### config.mk
export PLATFORM = sky130hd
export DESIGN_NAME = pong_match_controller_flat
export DESIGN_NICKNAME = d
export VERILOG_FILES = /design/src/rtl/pong_match_controller_if.sv /design/src/rtl/pong_match_controller.sv /design/src/flat_wrapper.sv
export SDC_FILE = /design/constraint.sdc
export NUM_CORES = 1
export LEC_CHECK = 0
export CORE_MARGIN = 2
export CORE_UTILIZATION = 45
export CTS_BUF_LIST = sky130_fd_sc_hd__clkbuf_16
export CTS_CLUSTER_SIZE = 30
export DETAILED_ROUTE_END_ITERATION = 6
export GPL_ROUTABILITY_DRIVEN = 0
export GPL_TIMING_DRIVEN = 1
export PLACE_DENSITY = 0.72
export SYNTH_ARGS = -nofsm -noshare
export SYNTH_HDL_FRONTEND = slang
export SYNTH_SLANG_ARGS = --single-unit
### constraint.sdc
create_clock -name in_clock -period 1.8 [get_ports in_clock]
set_input_delay 0.45 -clock in_clock [delete_from_list [all_inputs] [get_ports in_clock]]
set_output_delay 0.45 -clock in_clock [all_outputs]
set_load 0.005 [all_outputs]
### src/rtl/pong_match_controller_if.sv
// Signal bundle between the pong top level and the match controller.
//   in_animate        1-cycle end-of-frame strobe
//   in_start          START button level (already synchronised)
//   in_left_score     ball flag: left player scored (level)
//   in_right_score    ball flag: right player scored (level)
//   out_left_points   left player points
//   out_right_points  right player points
//   out_state         00 IDLE, 01 PLAY, 10 POINT, 11 GAMEOVER
//   out_winner        00 none, 01 left, 10 right
//   out_serve         1-cycle serve pulse to the animators
//   out_freeze        bars/ball held still while high
// master: the side driving the inputs (top level / bench); slave: the controller.
interface pong_match_controller_if;
  logic       in_animate;
  logic       in_start;
  logic       in_left_score;
  logic       in_right_score;
  logic [3:0] out_left_points;
  logic [3:0] out_right_points;
  logic [1:0] out_state;
  logic [1:0] out_winner;
  logic       out_serve;
  logic       out_freeze;

  modport master (
    output in_animate, in_start, in_left_score, in_right_score,
    input  out_left_points, out_right_points, out_state, out_winner,
           out_serve, out_freeze
  );

  modport slave (
    input  in_animate, in_start, in_left_score, in_right_score,
    output out_left_points, out_right_points, out_state, out_winner,
           out_serve, out_freeze
  );
endinterface

### src/rtl/pong_match_controller.sv
// Match/score controller for the pong game. Counts points from the ball's
// score flags (rising edges only), runs the IDLE/PLAY/POINT/GAMEOVER flow,
// and drives a serve pulse and a freeze flag back to the bar/ball animators.
// Ports:
//   in_clock  board clock (50 MHz), the only clock
//   in_reset  synchronous, active-high reset; aborts a match immediately
//   bus       pong_match_controller_if.slave (see interface file for signals)
// Parameters:
//   WIN_POINTS   points that end the match (1..15)
//   HOLD_FRAMES  animate strobes to pause after a point before re-serving (0..255)
module pong_match_controller #(
  parameter int WIN_POINTS  = 7,
  parameter int HOLD_FRAMES = 60
) (
  input  logic                          in_clock,
  input  logic                          in_reset,
  pong_match_controller_if.slave        bus
);

  typedef enum logic [1:0] {
    S_IDLE  = 2'b00,
    S_PLAY  = 2'b01,
    S_POINT = 2'b10,
    S_OVER  = 2'b11
  } state_t;

  localparam logic [3:0] WIN_PTS  = 4'(WIN_POINTS);
  localparam logic [7:0] HOLD_CNT = 8'(HOLD_FRAMES);

  state_t     state_q, state_d;
  logic [3:0] left_q, left_d;
  logic [3:0] right_q, right_d;
  logic [1:0] winner_q, winner_d;
  logic [7:0] hold_q, hold_d;
  logic       serve_q, serve_d;
  logic       freeze_q;
  logic       start_q, lscore_q, rscore_q;

  logic rise_start, rise_left, rise_right;

  // Edge flops track their inputs in every state, so a flag that rose while
  // ignored (POINT/GAMEOVER) still has to fall and rise again to count.
  assign rise_start = bus.in_start       & ~start_q;
  assign rise_left  = bus.in_left_score  & ~lscore_q;
  assign rise_right = bus.in_right_score & ~rscore_q;

  always_comb begin
    state_d  = state_q;
    left_d   = left_q;
    right_d  = right_q;
    winner_d = winner_q;
    hold_d   = hold_q;
    serve_d  = 1'b0;
    case (state_q)
      S_IDLE, S_OVER: begin
        if (rise_start) begin
          left_d   = 4'd0;
          right_d  = 4'd0;
          winner_d = 2'b00;
          serve_d  = 1'b1;
          state_d  = S_PLAY;
        end
      end
      S_PLAY: begin
        // Left has priority when both flags rise together; right is dropped.
        if (rise_left) begin
          left_d = left_q + 4'd1;
          if (left_d == WIN_PTS) begin
            state_d  = S_OVER;
            winner_d = 2'b01;
          end else begin
            state_d = S_POINT;
            hold_d  = HOLD_CNT;
          end
        end else if (rise_right) begin
          right_d = right_q + 4'd1;
          if (right_d == WIN_PTS) begin
            state_d  = S_OVER;
            winner_d = 2'b10;
          end else begin
            state_d = S_POINT;
            hold_d  = HOLD_CNT;
          end
        end
      end
      S_POINT: begin
        // Count down on frame strobes; the strobe seen at zero re-serves.
        if (bus.in_animate) begin
          if (hold_q == 8'd0) begin
            serve_d = 1'b1;
            state_d = S_PLAY;
          end else begin
            hold_d = hold_q - 8'd1;
          end
        end
      end
      default: begin
        state_d = S_IDLE;
      end
    endcase
  end

  always_ff @(posedge in_clock) begin
    if (in_reset) begin
      state_q  <= S_IDLE;
      left_q   <= 4'd0;
      right_q  <= 4'd0;
      winner_q <= 2'b00;
      hold_q   <= 8'd0;
      serve_q  <= 1'b0;
      freeze_q <= 1'b1;
      start_q  <= 1'b0;
      lscore_q <= 1'b0;
      rscore_q <= 1'b0;
    end else begin
      state_q  <= state_d;
      left_q   <= left_d;
      right_q  <= right_d;
      winner_q <= winner_d;
      hold_q   <= hold_d;
      serve_q  <= serve_d;
      freeze_q <= (state_d != S_PLAY);
      start_q  <= bus.in_start;
      lscore_q <= bus.in_left_score;
      rscore_q <= bus.in_right_score;
    end
  end

  assign bus.out_state        = state_q;
  assign bus.out_left_points  = left_q;
  assign bus.out_right_points = right_q;
  assign bus.out_winner       = winner_q;
  assign bus.out_serve        = serve_q;
  assign bus.out_freeze       = freeze_q;

endmodule

### src/flat_wrapper.sv
// flat-port wrapper written by rule: the top's interface ports become plain ports
module pong_match_controller_flat 
#(
  parameter int WIN_POINTS  = 7,
  parameter int HOLD_FRAMES = 60
)
  (in_clock, in_reset, bus_in_animate, bus_in_start, bus_in_left_score, bus_in_right_score, bus_out_left_points, bus_out_right_points, bus_out_state, bus_out_winner, bus_out_serve, bus_out_freeze);
  pong_match_controller_if bus_i ();
  input  logic in_clock;
  input  logic in_reset;
  input wire logic [$bits(bus_i.in_animate)-1:0] bus_in_animate;
  input wire logic [$bits(bus_i.in_start)-1:0] bus_in_start;
  input wire logic [$bits(bus_i.in_left_score)-1:0] bus_in_left_score;
  input wire logic [$bits(bus_i.in_right_score)-1:0] bus_in_right_score;
  output wire logic [$bits(bus_i.out_left_points)-1:0] bus_out_left_points;
  output wire logic [$bits(bus_i.out_right_points)-1:0] bus_out_right_points;
  output wire logic [$bits(bus_i.out_state)-1:0] bus_out_state;
  output wire logic [$bits(bus_i.out_winner)-1:0] bus_out_winner;
  output wire logic [$bits(bus_i.out_serve)-1:0] bus_out_serve;
  output wire logic [$bits(bus_i.out_freeze)-1:0] bus_out_freeze;
  assign bus_i.in_animate = bus_in_animate;
  assign bus_i.in_start = bus_in_start;
  assign bus_i.in_left_score = bus_in_left_score;
  assign bus_i.in_right_score = bus_in_right_score;
  assign bus_out_left_points = bus_i.out_left_points;
  assign bus_out_right_points = bus_i.out_right_points;
  assign bus_out_state = bus_i.out_state;
  assign bus_out_winner = bus_i.out_winner;
  assign bus_out_serve = bus_i.out_serve;
  assign bus_out_freeze = bus_i.out_freeze;
  pong_match_controller #(.WIN_POINTS(WIN_POINTS), .HOLD_FRAMES(HOLD_FRAMES)) u_core (.in_clock(in_clock), .in_reset(in_reset), .bus(bus_i));
endmodule
==> results by group, run 1 <==
Routing
  • WL per Instance: 17.5 um
  • Vias/cell: 5.88
  • DRC viols: 0
  • Initial drt markers: 103
  • Total wire length: 5340 um
  • DR vias: 1,799
  • Post-DRT Antenna Nets: 0
  • First-pass detailed-route iteration total: 4

Critical path
  • Crit Path Max Fanout: 7
  • Crit Path Class: reg2reg
  • Worst EP required: 1970 ps
  • WP data arrival: 2010 ps
  • CP startpoint kind: flop
  • CP Capture Type: flop

STA
  • Max Slew Vio Count: 0
  • Min Tclk post-route: 1850 ps
  • Least-Margin Pin Slew: 467 ps
  • Tcrit/Tclk final: 1.03
  • Slew margin rel.: 0.687
  • Setup violations, final: 5
  • Achievable Freq: 542 MHz
  • RSZ-0062 raised after global routing: yes
  • Final Hold Viols: 0
  • Clock Skews: 2.37 ps
  • Final Worst Setup Slack: -45.1 ps

Finish
  • Antenna diode count: 0
  • Fin cells: 306
  • Syn-to-layout area delta: 67.4%
  • Finished Core Util: 0.801
  • FILL cells: 202
  • Multi-input gate area: 1330 sq um
  • Nets@finish: 274
  • Share of cells above drive strength 1: 0.454
  • Reg area: 518 sq um

Synthesis
  • Area share of the largest cell type after synthesis: 0.308
  • Yosys reg bits: 25
  • Cell Area, Synth: 1620 sq um
  • Post-Synthesis Cells: 188
  • Yosys cell types: 50
  • Synth Flop Type: dfxtp_1
  • Sequential share of the synthesized area: 0.308
  • Async set-reset flop share out of synthesis: 0
  • Mean post-synth cell area: 8.63 sq um
  • Mapped Nets: 201
  • Synth top area cells: dfxtp_1 31%, ha_1 5.4%, a21oi_1 4.6%
  • EDFF count, synth: 0
  • Yosys top cell by area: dfxtp_1
  • Yosys warnings: 0

Power and ir drop
  • Peak VDD IR: 462 uV
  • Pwr Total: 2.00 mW
  • Power Density: 735 nW/um^2
  • P_leak: 1.03 nW

CTS
  • Clock insertion delay at the later pin of the skew report: 260 ps
  • Bufs on Longest Clock Path: 2
  • CTS tree: built
  • CTS H-tree depth: 1
  • Cts hold-fix bufs: 0
  • CTS Buf Count: 3
  • Worst-path clk slew: 70 ps
  • Clock sink count: 25
  • Clk root buf: clkbuf_16

Global routing
  • Initial antenna violation count: 0
  • GRT overflow: 0
  • Total track usage: 0.247
  • Largest net degree at the start of global routing: 24
  • First-pass GRT wire length: 8130 um
  • Vias in the first global route: 1,768

Floorplan
  • Site row count: 21
  • Initial core utilization: 0.479
  • CORE AREA: 3390 sq um
  • Die area: 4100 sq um
  • Io pins: 20
  • Die width: 64.1 um
  • Die Ht: 64.1 um

Status
  • Failing checks: setup timing
  • Outcome: finished with violations

Place
  • Dpl hpwl: 3220 um
  • I/O Buffers: 19
  • Placed insts: 285

Run
  • MaxCap Viol Count: 0

Min path
  • Hold Crit Class: reg2reg
==> metal layers <==
layer	track usage	wire length [um]
met5	0	0
met1	0.293	2220
met4	0.0978	139
met3	0.0229	184
met2	0.452	2800
==> what timing repair did <==
action / CTS / global route
pin swaps: 8 / 17
setup endpoints to repair: 11 / 17
resized for setup: 28 / 39
buffers inserted: 9 / 10
==> kinds of logic (layout without fill, tap and decap cells) <==
logic type / Yosys count / count (layout) / share of synthesized area
multiplexers: 1 / 1 / 0.00617
adder cells (fa/ha/maj): 7 / 7 / 0.0540
AO/OA/AOI/OAI: 61 / 61 / 0.318
buffers and inverters: 23 / 95 / 0.0547
AND/OR/NAND/NOR: 71 / 71 / 0.259
flip-flops: 25 / 25 / 0.308
==> final timing paths <==
path | slack, ps | end | cells after the start | start
setup / recovery | -50 | u_core.hold_q[2] | 7 | u_core.bus.out_right_points[0]
hold reg to reg | 520 | u_core.bus.out_right_points[1] | 2 | u_core.bus.out_right_points[1]
setup reg to reg | -50 | u_core.hold_q[2] | 7 | u_core.bus.out_right_points[0]
hold / removal | 520 | u_core.bus.out_right_points[1] | 2 | u_core.bus.out_right_points[1]
==> cell usage in the layout, fill, tap and decap left out, types with 6 or more instances in the layout <==
cell type	instances
a21oi_1	12
nand2b_1	6
clkdlybuf4s50_1	17
dfxtp_1	19
nand2_1	11
buf_4	52
nor3_1	6
inv_1	10
nor2_1	7
nand3_1	7
==> worst max-delay path, stage by stage, from the launching register on <==
cell      delay (ps)
dfxtp_4          380
inv_4             40
ha_4             140
and3b_2          210
a31oi_4          310
and2_4           300
o311ai_4         100
a221oi_2         260
==> report_power, final <==
part	leakage [nW]	switching (mW)	internal (mW)	total (mW)
logic	0.787	0.458	0.405	0.863
registers	0.208	0.0403	0.590	0.630
clock network	0.0371	0.203	0.302	0.504
total	1.03	0.701	1.30	2.00
==> cell type report <==
type,count,area share
Inverter,15,0.0216
Clock buffer,3,0.0276
Tap cell,46,0.0212
Clock inverter,1,0.00276
Timing Repair Buffer,76,0.246
Sequential cell,25,0.191
Multi-Input combinational cell,140,0.490
==> state kept, by name, indices dropped and copies added, names as in the netlist, 2 cells and up <==
signal / cells
u_core.bus.out_winner: 2
u_core.bus.out_state: 2
u_core.bus.out_left_points: 4
u_core.hold_q: 8
u_core.bus.out_right_points: 4
==> metrics by stage <==
stage          hold slack (ps)  worst slack [ps]  cell area, sq um  setup TNS [ps]
6_report                   522             -45.1              2720            -139
3_5_place_dp               505              -408              2160           -5300
5_1_grt                    544              -114              2720            -683
3_3_place_gp               505              -333              2160           -4360
2_1_floorplan              480              43.4              1630               0
4_1_cts                    518             0.318              2420               0
==> cells in the mapped netlist (2+ instances only) <==
cell / count
a21bo_2: 2
a21o_1: 2
a21oi_1: 15
a221oi_2: 4
a311oi_1: 4
a31oi_2: 2
and2_1: 3
and3_1: 4
buf_2: 2
clkbuf_1: 5
dfxtp_1: 25
ha_1: 7
inv_1: 13
inv_2: 2
nand2_1: 12
nand2b_1: 7
nand3_1: 7
nand3b_1: 3
nand4_1: 4
nor2_1: 8
nor2b_1: 6
nor3_1: 7
o21ai_0: 7
o21ai_1: 2
o311ai_1: 6
o31ai_1: 2
o31ai_2: 2
or3_1: 3
Note: power is estimated with default switching activity, not from simulation.
==> run 2: changes to the inputs <==
CORE_UTILIZATION = 50   (was 45)
PLACE_DENSITY = 0.79   (was 0.72)
==> run 2 against run 1 <==
Against the previous run:
- die area decreased by 9.4%
- critical path type unchanged
- the run still ends with setup timing left
- total power decreased by 3.7%
- via count increased by 5.0%
- critical endpoint is now u_core.hold_q[1]
==> results by group, run 2 (synthesis gave the netlist of run 1 again) <==
Min path
  • Hold Crit Class: reg2reg
  • HP Start: u_core.start_q
  • Hold depth: 2 (unchanged)
  • Hold Path Sink: u_core.bus.out_serve

Finish
  • Commonest non-fill, non-tap cell in the layout: buf_4
  • Nets@finish: 266 (-2.9%)
  • Share of cells above drive strength 1: 0.429 (-0.0253)
  • Finished Core Util: 0.826 (+0.0246)
  • Largest Register: u_core.hold_q
  • Multi-input gate area: 1240 sq um (-6.9%)
  • Max reg flops: 8 (unchanged)
  • Fin cells: 296 (-3.3%)
  • FILL cells: 150 (-26%)
  • Antenna diode count: 0 (unchanged)
  • Syn-to-layout area delta: 56.7%
  • Commonest cells after routing, fill and taps aside: 44 x buf_4, 19 x dfxtp_1, 17 x clkdlybuf4s50_1
  • Reg area: 513 sq um (-0.97%)

Critical path
  • Crit Path Class: reg2reg
  • WP data arrival: 2000 ps (about the same)
  • Reg2reg setup slack: -70 ps (-20 ps)
  • Crit Path Max Fanout: 6 (-1)
  • Worst reg2reg endpoint: u_core.hold_q[1]
  • CP startpoint kind: flop
  • Worst EP required: 1930 ps (-40 ps)
  • CP Capture Type: flop
  • Critical R2R Launch: u_core.bus.out_left_points[0]
  • R2R cell count: 8 (+1)

Floorplan
  • Die Ht: 61.0 um (-4.8%)
  • Die area: 3720 sq um (-9.4%)
  • Initial core utilization: 0.527 (+0.0485)
  • CORE AREA: 3080 sq um (-9.2%)
  • Io pins: 20 (unchanged)
  • Site row count: 20 (-4.8%)
  • Die width: 61.0 um (-4.8%)

CTS
  • Cts hold-fix bufs: 0 (unchanged)
  • CTS H-tree depth: 1 (unchanged)
  • CTS Buf Count: 3 (unchanged)
  • Bufs on Longest Clock Path: 2 (unchanged)
  • CTS tree: built
  • Clock sink count: 25 (unchanged)
  • Clk root buf: clkbuf_16
  • Clock insertion delay at the later pin of the skew report: 270 ps (about the same)
  • Worst-path clk slew: 70 ps (about the same)

Routing
  • Total wire length: 5790 um (+8.4%)
  • Post-DRT Antenna Nets: 0 (unchanged)
  • WL per Instance: 19.6 um (+12%)
  • DRC viols: 0 (unchanged)
  • DR vias: 1,889 (+5.0%)
  • Vias/cell: 6.38 (+8.6%)
  • Initial drt markers: 176 (+71%)
  • First-pass detailed-route iteration total: 4 (unchanged)

STA
  • Max Slew Vio Count: 0 (unchanged)
  • Slew margin rel.: 0.690 (+0.00305)
  • RSZ-0062 raised after global routing: yes
  • Final Worst Setup Slack: -68.4 ps (-23.4 ps)
  • Final Hold Viols: 0 (unchanged)
  • Min Tclk post-route: 1870 ps (+23.4 ps)
  • Setup violations, final: 9 (+4)
  • Achievable Freq: 535 MHz (-1.3%)
  • Least-Margin Pin Slew: 462 ps (-4.56 ps)
  • Tcrit/Tclk final: 1.04 (+0.0130)
  • Setup TNS: -424 ps (-285 ps)
  • Clock Skews: 8.82 ps (+6.45 ps)

Status
  • Outcome: finished with violations
  • Failing checks: setup timing

Place
  • I/O Buffers: 19 (unchanged)
  • Dpl hpwl: 3180 um (-1.2%)
  • Placed insts: 280 (-1.8%)
  • Dpl ws: -338 ps (+70.2 ps)

Global routing
  • Total track usage: 0.283 (+0.0362)
  • Vias in the first global route: 1,762 (-0.34%)
  • Initial antenna violation count: 0 (unchanged)
  • First-pass GRT wire length: 7850 um (-3.4%)
  • GRT overflow: 0 (unchanged)
  • Largest net degree at the start of global routing: 16 (-33%)

Run
  • MaxCap Viol Count: 0 (unchanged)

Power and ir drop
  • Power Density: 757 nW/um^2 (+2.9%)
  • Peak VDD IR: 681 uV (+47%)
  • P_leak: 0.954 nW (-7.6%)
run 2: cell type report:
| class | count | area share |
|---|---|---|
| clock buffer | 3 | 0.0295 |
| inverter | 15 | 0.0221 |
| tap | 44 | 0.0217 |
| sequential | 25 | 0.202 |
| timing repair buffer | 68 | 0.234 |
| multi-input combinational | 140 | 0.488 |
| clock inverter | 1 | 0.00295 |
run 2: timing repair:
| action | CTS | global route |
|---|---|---|
| buffers inserted | 4 | 8 |
| setup endpoints to repair | 10 | 16 |
| resized for setup | 27 | 28 |
| pin swaps | 10 | 19 |
| gates cloned | 0 | 0 |
run 2: worst max path at each step:
stage                                         from                    end  slack (ps)
detailed placement               bus_in_left_score       u_core.hold_q[5]        -340
global placement                 bus_in_left_score  u_core.bus.out_freeze        -270
global route                      u_core.hold_q[1]       u_core.hold_q[7]        -120
floorplan           u_core.bus.out_right_points[0]       u_core.hold_q[2]          40
CTS                  u_core.bus.out_left_points[1]       u_core.hold_q[0]           3
finish               u_core.bus.out_left_points[0]       u_core.hold_q[1]         -70
run 2: critical path: stages, from the launching register on:
cell	delay (ps)
dfxtp_4	370
buf_6	130
a21bo_4	220
o21bai_4	190
buf_12	130
a31oi_4	140
buf_6	170
o311ai_4	250
o31ai_2	130
run 2: power breakdown:
part           total (mW)  switching, mW  internal [mW]  leakage (nW)
Clock               0.522          0.219          0.303        0.0371
Sequential          0.630         0.0373          0.592         0.207
Combinational       0.772          0.428          0.344         0.709
Total                1.92          0.685           1.24         0.954
run 2: layer usage:
layer	up-vias	global-route usage	wire length, um
met5	-	0	0
met4	0	0.143	217
met3	23	0.0405	411
met2	128	0.488	2930
met1	903	0.341	2230
li1	835	-	-
run 2: per-stage QoR:
stage          area [sq um]  hold WS (ps)  power, mW
2_1_floorplan          1630           480       1.01
3_3_place_gp           2130           491       1.22
3_5_place_dp           2130           511       1.24
4_1_cts                2360           528       1.78
5_1_grt                2540           550       1.98
6_report               2540           532       1.92
